<file path="src/rtl/random_block_interleaver.sv">
// rtl/random_block_interleaver.sv - block interleaver/deinterleaver with LFSR-derived permutation
module random_block_interleaver #(
    parameter int          N    = 1024,
    parameter int          W    = 1,
    parameter int unsigned SEED = 1,
    parameter int unsigned TAPS = 'h240
) (
    input  logic         clock,
    input  logic         reset_n,
    input  logic         mode,
    input  logic         in_valid,
    output logic         in_ready,
    input  logic [W-1:0] in_data,
    output logic         out_valid,
    input  logic         out_ready,
    output logic [W-1:0] out_data,
    output logic         out_last,
    output logic         busy
);

    localparam int L = $clog2(N);
    localparam logic [L-1:0] SEED_L   = SEED[L-1:0];
    localparam logic [L-1:0] TAPS_L   = TAPS[L-1:0];
    localparam logic [L-1:0] CNT_ONE  = {{(L-1){1'b0}}, 1'b1};
    localparam logic [L-1:0] CNT_LAST = {L{1'b1}};

    typedef enum logic {S_LOAD, S_DRAIN} state_t;

    state_t       state;
    logic [L-1:0] cnt;
    logic [L-1:0] lfsr;       // holds p(max(cnt,1)); p(0) = 0 is handled separately
    logic         mode_q;
    logic [W-1:0] mem [N];

    logic [L-1:0] cur_perm;
    logic [L-1:0] nxt_perm;
    logic [L-1:0] cnt_nxt;
    logic [L-1:0] wr_addr;
    logic [L-1:0] rd_addr;
    logic         in_fire;
    logic         out_fire;

    // Permutation addressing for the current index and the one after it
    always_comb begin
        cur_perm = (cnt == '0) ? '0 : lfsr;
        // p(1) = SEED already sits in the LFSR, so the first step from index 0 keeps it
        nxt_perm = (cnt == '0) ? lfsr : {lfsr[L-2:0], ^(lfsr & TAPS_L)};
        cnt_nxt  = cnt + CNT_ONE;
        // at cnt = 0 both choices are address 0, so the not-yet-latched mode is harmless
        wr_addr  = mode_q ? cur_perm : cnt;
        // drain reads one index ahead so the registered output is ready on acceptance
        rd_addr  = mode_q ? cnt_nxt : nxt_perm;
        in_fire  = (state == S_LOAD) && in_valid;
        out_fire = out_valid && out_ready;
        in_ready = (state == S_LOAD);
    end

    // Symbol storage; contents are don't-care after reset so no reset branch
    always_ff @(posedge clock) begin
        if (in_fire) begin
            mem[wr_addr] <= in_data;
        end
    end

    // Load/drain sequencing, counters, LFSR and registered output stage
    always_ff @(posedge clock or negedge reset_n) begin
        if (!reset_n) begin
            state     <= S_LOAD;
            cnt       <= '0;
            lfsr      <= SEED_L;
            mode_q    <= 1'b0;
            out_valid <= 1'b0;
            out_last  <= 1'b0;
            out_data  <= '0;
            busy      <= 1'b0;
        end else if (state == S_LOAD) begin
            if (in_valid) begin
                busy <= 1'b1;
                if (cnt == '0) begin
                    mode_q <= mode;
                end
                if (cnt == CNT_LAST) begin
                    // address 0 is written by the first symbol in both modes, so it is safe to read now
                    state     <= S_DRAIN;
                    cnt       <= '0;
                    lfsr      <= SEED_L;
                    out_valid <= 1'b1;
                    out_last  <= 1'b0;
                    out_data  <= mem['0];
                end else begin
                    cnt  <= cnt_nxt;
                    lfsr <= nxt_perm;
                end
            end
        end else begin
            if (out_fire) begin
                if (cnt == CNT_LAST) begin
                    state     <= S_LOAD;
                    cnt       <= '0;
                    lfsr      <= SEED_L;
                    out_valid <= 1'b0;
                    out_last  <= 1'b0;
                    busy      <= 1'b0;
                end else begin
                    cnt      <= cnt_nxt;
                    lfsr     <= nxt_perm;
                    out_data <= mem[rd_addr];
                    out_last <= (cnt_nxt == CNT_LAST);
                end
            end
        end
    end

endmodule

</file>
<file path="config.mk">
export PLATFORM = sky130hd
export DESIGN_NAME = random_block_interleaver
export DESIGN_NICKNAME = d
export VERILOG_FILES = /design/src/rtl/random_block_interleaver.sv
export SDC_FILE = /design/constraint.sdc
export NUM_CORES = 2
export LEC_CHECK = 0
export CAP_MARGIN = 20
export CORE_MARGIN = 1
export CORE_UTILIZATION = 49
export DETAILED_ROUTE_END_ITERATION = 6
export SYNTH_ARGS = -nofsm -noshare
export SYNTH_HDL_FRONTEND = slang
export SYNTH_SLANG_ARGS = --single-unit
</file>
<file path="constraint.sdc">
create_clock -name clock -period 5.4 [get_ports clock]
set_clock_uncertainty 0.15 [all_clocks]
set_input_delay 1.08 -clock clock [delete_from_list [all_inputs] [get_ports clock]]
set_output_delay 1.08 -clock clock [all_outputs]
set_load 0.01 [all_outputs]
</file>
==> qor.yml <==
critical_path:
  critPathRequiredTime_ps: 5810
  cp_max_fo: 66
  critPathKind: "flip-flop to flip-flop"
  crit_arrival_ps: 5610
  critPathCaptureType: "flip-flop"
  critPathLaunchType: "flip-flop"
route:
  drt_iter0_markers: 5177
  avgViaCountPerCell: 6.146
  drc: 0
  wl_per_cell_um: 27.11
  vias: 34720
  final_antenna_net_count: 0
  wirelength_um: 153200
  drt_pass1_iterations: 6
floorplanning:
  die-width_um: 313.7
  die_h_um: 313.7
  die-area_um2: 98400
  core_area_um2: 95580
  initial_utilization_pct: 49.80
  io_pins: 11
  num_rows: 113
cells_and_area:
  area_growth_pct: 11.99
  n_antenna_cell: 0
  fin_util_pct: 55.77
  final_common_cell: "nor2_1"
  finalNetCount: 4309
  layout-drive-gt1-share_pct: 8.987
  most-common-layout-cells: "1072 x nor2_1, 1024 x edfxtp_1, 721 x nand2_1"
power:
  power_density_nw_per_um2: 441.3
  power.switching_mw: 8.231
  ir_drop_mv: 0.3000
  switching_share_pct: 34.99
  clockPowerShare_pct: 31.2
  total_power_mw: 23.52
  leakagePower_nw: 17.51
  p_seq_share_pct: 38.6
  p_int_mw: 15.29
  pwr-share-comb_pct: 30.2
yosys:
  synth_edf_count: 1024
  syn_avg_cell_area_um2: 10.86
  synth_flop_cell: "edfxtp_1"
  syn_inst: 4384
  ys_types: 70
  ys_ff_latch: 1050
  ys_warn_count: 0
  async_flop_share_pct: 2.476
  synth-seq-area-share_pct: 65.97
  syn-num-nets: 4394
  synth_area_um2: 47600
clock_tree:
  clkTransAtPathRegs_ps: 60
  numCtsBuffers: 111
  clockBufferDepth: 3
  numClockSinks: 1050
  cts-root-buf: "clkbuf_16"
  cts_tree: "built"
  insertion_delay_ps: 700
  h-tree-depth: 3
  post-cts-setup-buffers: 0
outcome:
  status: "finished, final reports clean"
sta:
  hold_viol_final: 0
  maxSlewHeadroom_pct: 30.20
  setup_viol: 0
  fmax_mhz: 192.4
  fin_crit_ps: 5198
  drv_slew: 0
  fin_crit_sh_pct: 96.26
  worst_pin_slew_ps: 1047
  final.setup.tns_ps: 0
  rsz0062_at_grt: "false"
place:
  place.gp.congestion: 0.9491
  place_hpwl_um: 85410
  port_buffers: 10
worst_hold_path:
  hold_path_class: "flip-flop to flip-flop"
global_routing:
  grt_max_degree: 167
  antenna_found_initial: 1
  first_global_vias: 32610
  grt_pass1_wl_um: 221900
  grtUsageTotal_pct: 30.98
  grt_overflow: 0
run:
  drv_cap: 0
[repair_timing]
action | in CTS | in global routing
setup endpoints to repair | 0 | 1
hold buffers | 0 | 0
resized for setup | 0 | 2
[critical path: stages (launching register included)]
cell      delay [ps]
dfrtp_1          470
inv_1            150
ha_1             180
or3b_2           550
o41ai_4          460
or2_4            420
buf_12           380
buf_4            360
mux2i_1          220
a22oi_1           80
a32oi_1          300
a21oi_1          110
o21ai_1          260
nand4_1          350
a311oi_1         420
a22oi_1          130
[path summary, 6_finish.rpt]
check	from	to	cells after the start	slack, ps
max reg2reg	cnt[0]$_DFFE_PN0P_	out_data$_DFFE_PN0P_	15	200
min in group asynchronous	reset_n	out_valid$_DFFE_PN0P_	2	640
min	busy$_DFFE_PN0P_	busy$_DFFE_PN0P_	2	380
max	cnt[0]$_DFFE_PN0P_	out_data$_DFFE_PN0P_	15	200
max in group asynchronous	reset_n	lfsr[0]$_DFFE_PN1P_	2	4130
min reg2reg	busy$_DFFE_PN0P_	busy$_DFFE_PN0P_	2	380
[final cells by class]
cell class / count / area, um^2
clock buffers: 148 / 3002
clock inverters: 50 / 414.1
fillers: 8304 / 42270
inverters: 35 / 131.4
multi-input cells: 2906 / 14540
flip-flops and latches: 1050 / 31400
well taps: 1265 / 1583
repair buffers: 195 / 2240
[per-stage QoR]
stage	hold WS, ps	cell area [um^2]	worst slack (ps)	cells
final	380.9	53310	201.8	5649
after global routing	415.3	53310	16.46	5649
after CTS	381.9	52970	138.1	5637
after detailed placement	369.0	49550	151.9	5439
after global placement	357.9	49440	277.0	5435
after floorplan	356.7	47600	1492	4384
[cell families after synthesis]
family,after synthesis,share of synthesized area (%)
AOI/OAI and AO/OA,391,5.806
muxes,215,4.532
xor gates and xnor gates,11,0.2024
and+or+nand+nor,2285,19.53
DFF,1050,65.97
buffers and inverters,428,3.856
adders and majority gates,4,0.1051
[synth_stat cells (all sizes together), types with 5 or more instances]
library cell	instances	area share, %
edfxtp	1024	65
o31ai	8	0.13
a21oi	76	0.80
o22ai	19	0.25
clkbuf	294	2.3
xnor2	6	0.11
o211ai	11	0.17
a311oi	34	0.63
o21a	5	0.079
nor3	53	0.56
mux2i	211	4.4
dfrtp	25	1.3
nor4	6	0.092
a32oi	29	0.53
buf	99	1.3
xor2	5	0.092
inv	35	0.28
nand2b	12	0.16
nand2	753	5.9
a31o	5	0.092
o21ai	37	0.39
a211oi	33	0.53
a22oi	31	0.49
or3	5	0.066
a31oi	46	0.60
o221ai	18	0.34
a22o	9	0.17
nor2	1077	8.5
nand3	311	3.3
nand4	24	0.32
and3	22	0.29
[per-layer routing]
layer | vias up | share of wire [%] | wire length [um] | GRT usage (%)
met5 | - | 0 | 0 | 0
met2 | 1809 | 45 | 69340 | 47.55
met3 | 320 | 11 | 16220 | 5.812
met4 | 0 | 4.0 | 6061 | 11.83
met1 | 17380 | 40 | 61540 | 43.86
li1 | 15210 | - | - | -
[power by group through the flow]
stage                     Combinational [mW]  Clock, mW  Sequential [mW]
final                                   7.10       7.34             9.08
after CTS                               6.89       7.40             9.07
after global placement                  6.86          0             9.24
after global routing                    7.43       7.71             9.08
after floorplan                         4.01          0             9.19
after detailed placement                6.87          0             9.24
[sequential cells by signal (all words and copies together), names as in the netlist]
| register | cells |
|---|---|
| out_data | 1 |
| lfsr | 10 |
| mem | 1024 |
| state | 1 |
| cnt | 10 |
| out_valid | 1 |
| mode_q | 1 |
| busy | 1 |
| out_last | 1 |
(Power assumes the default switching activity.)
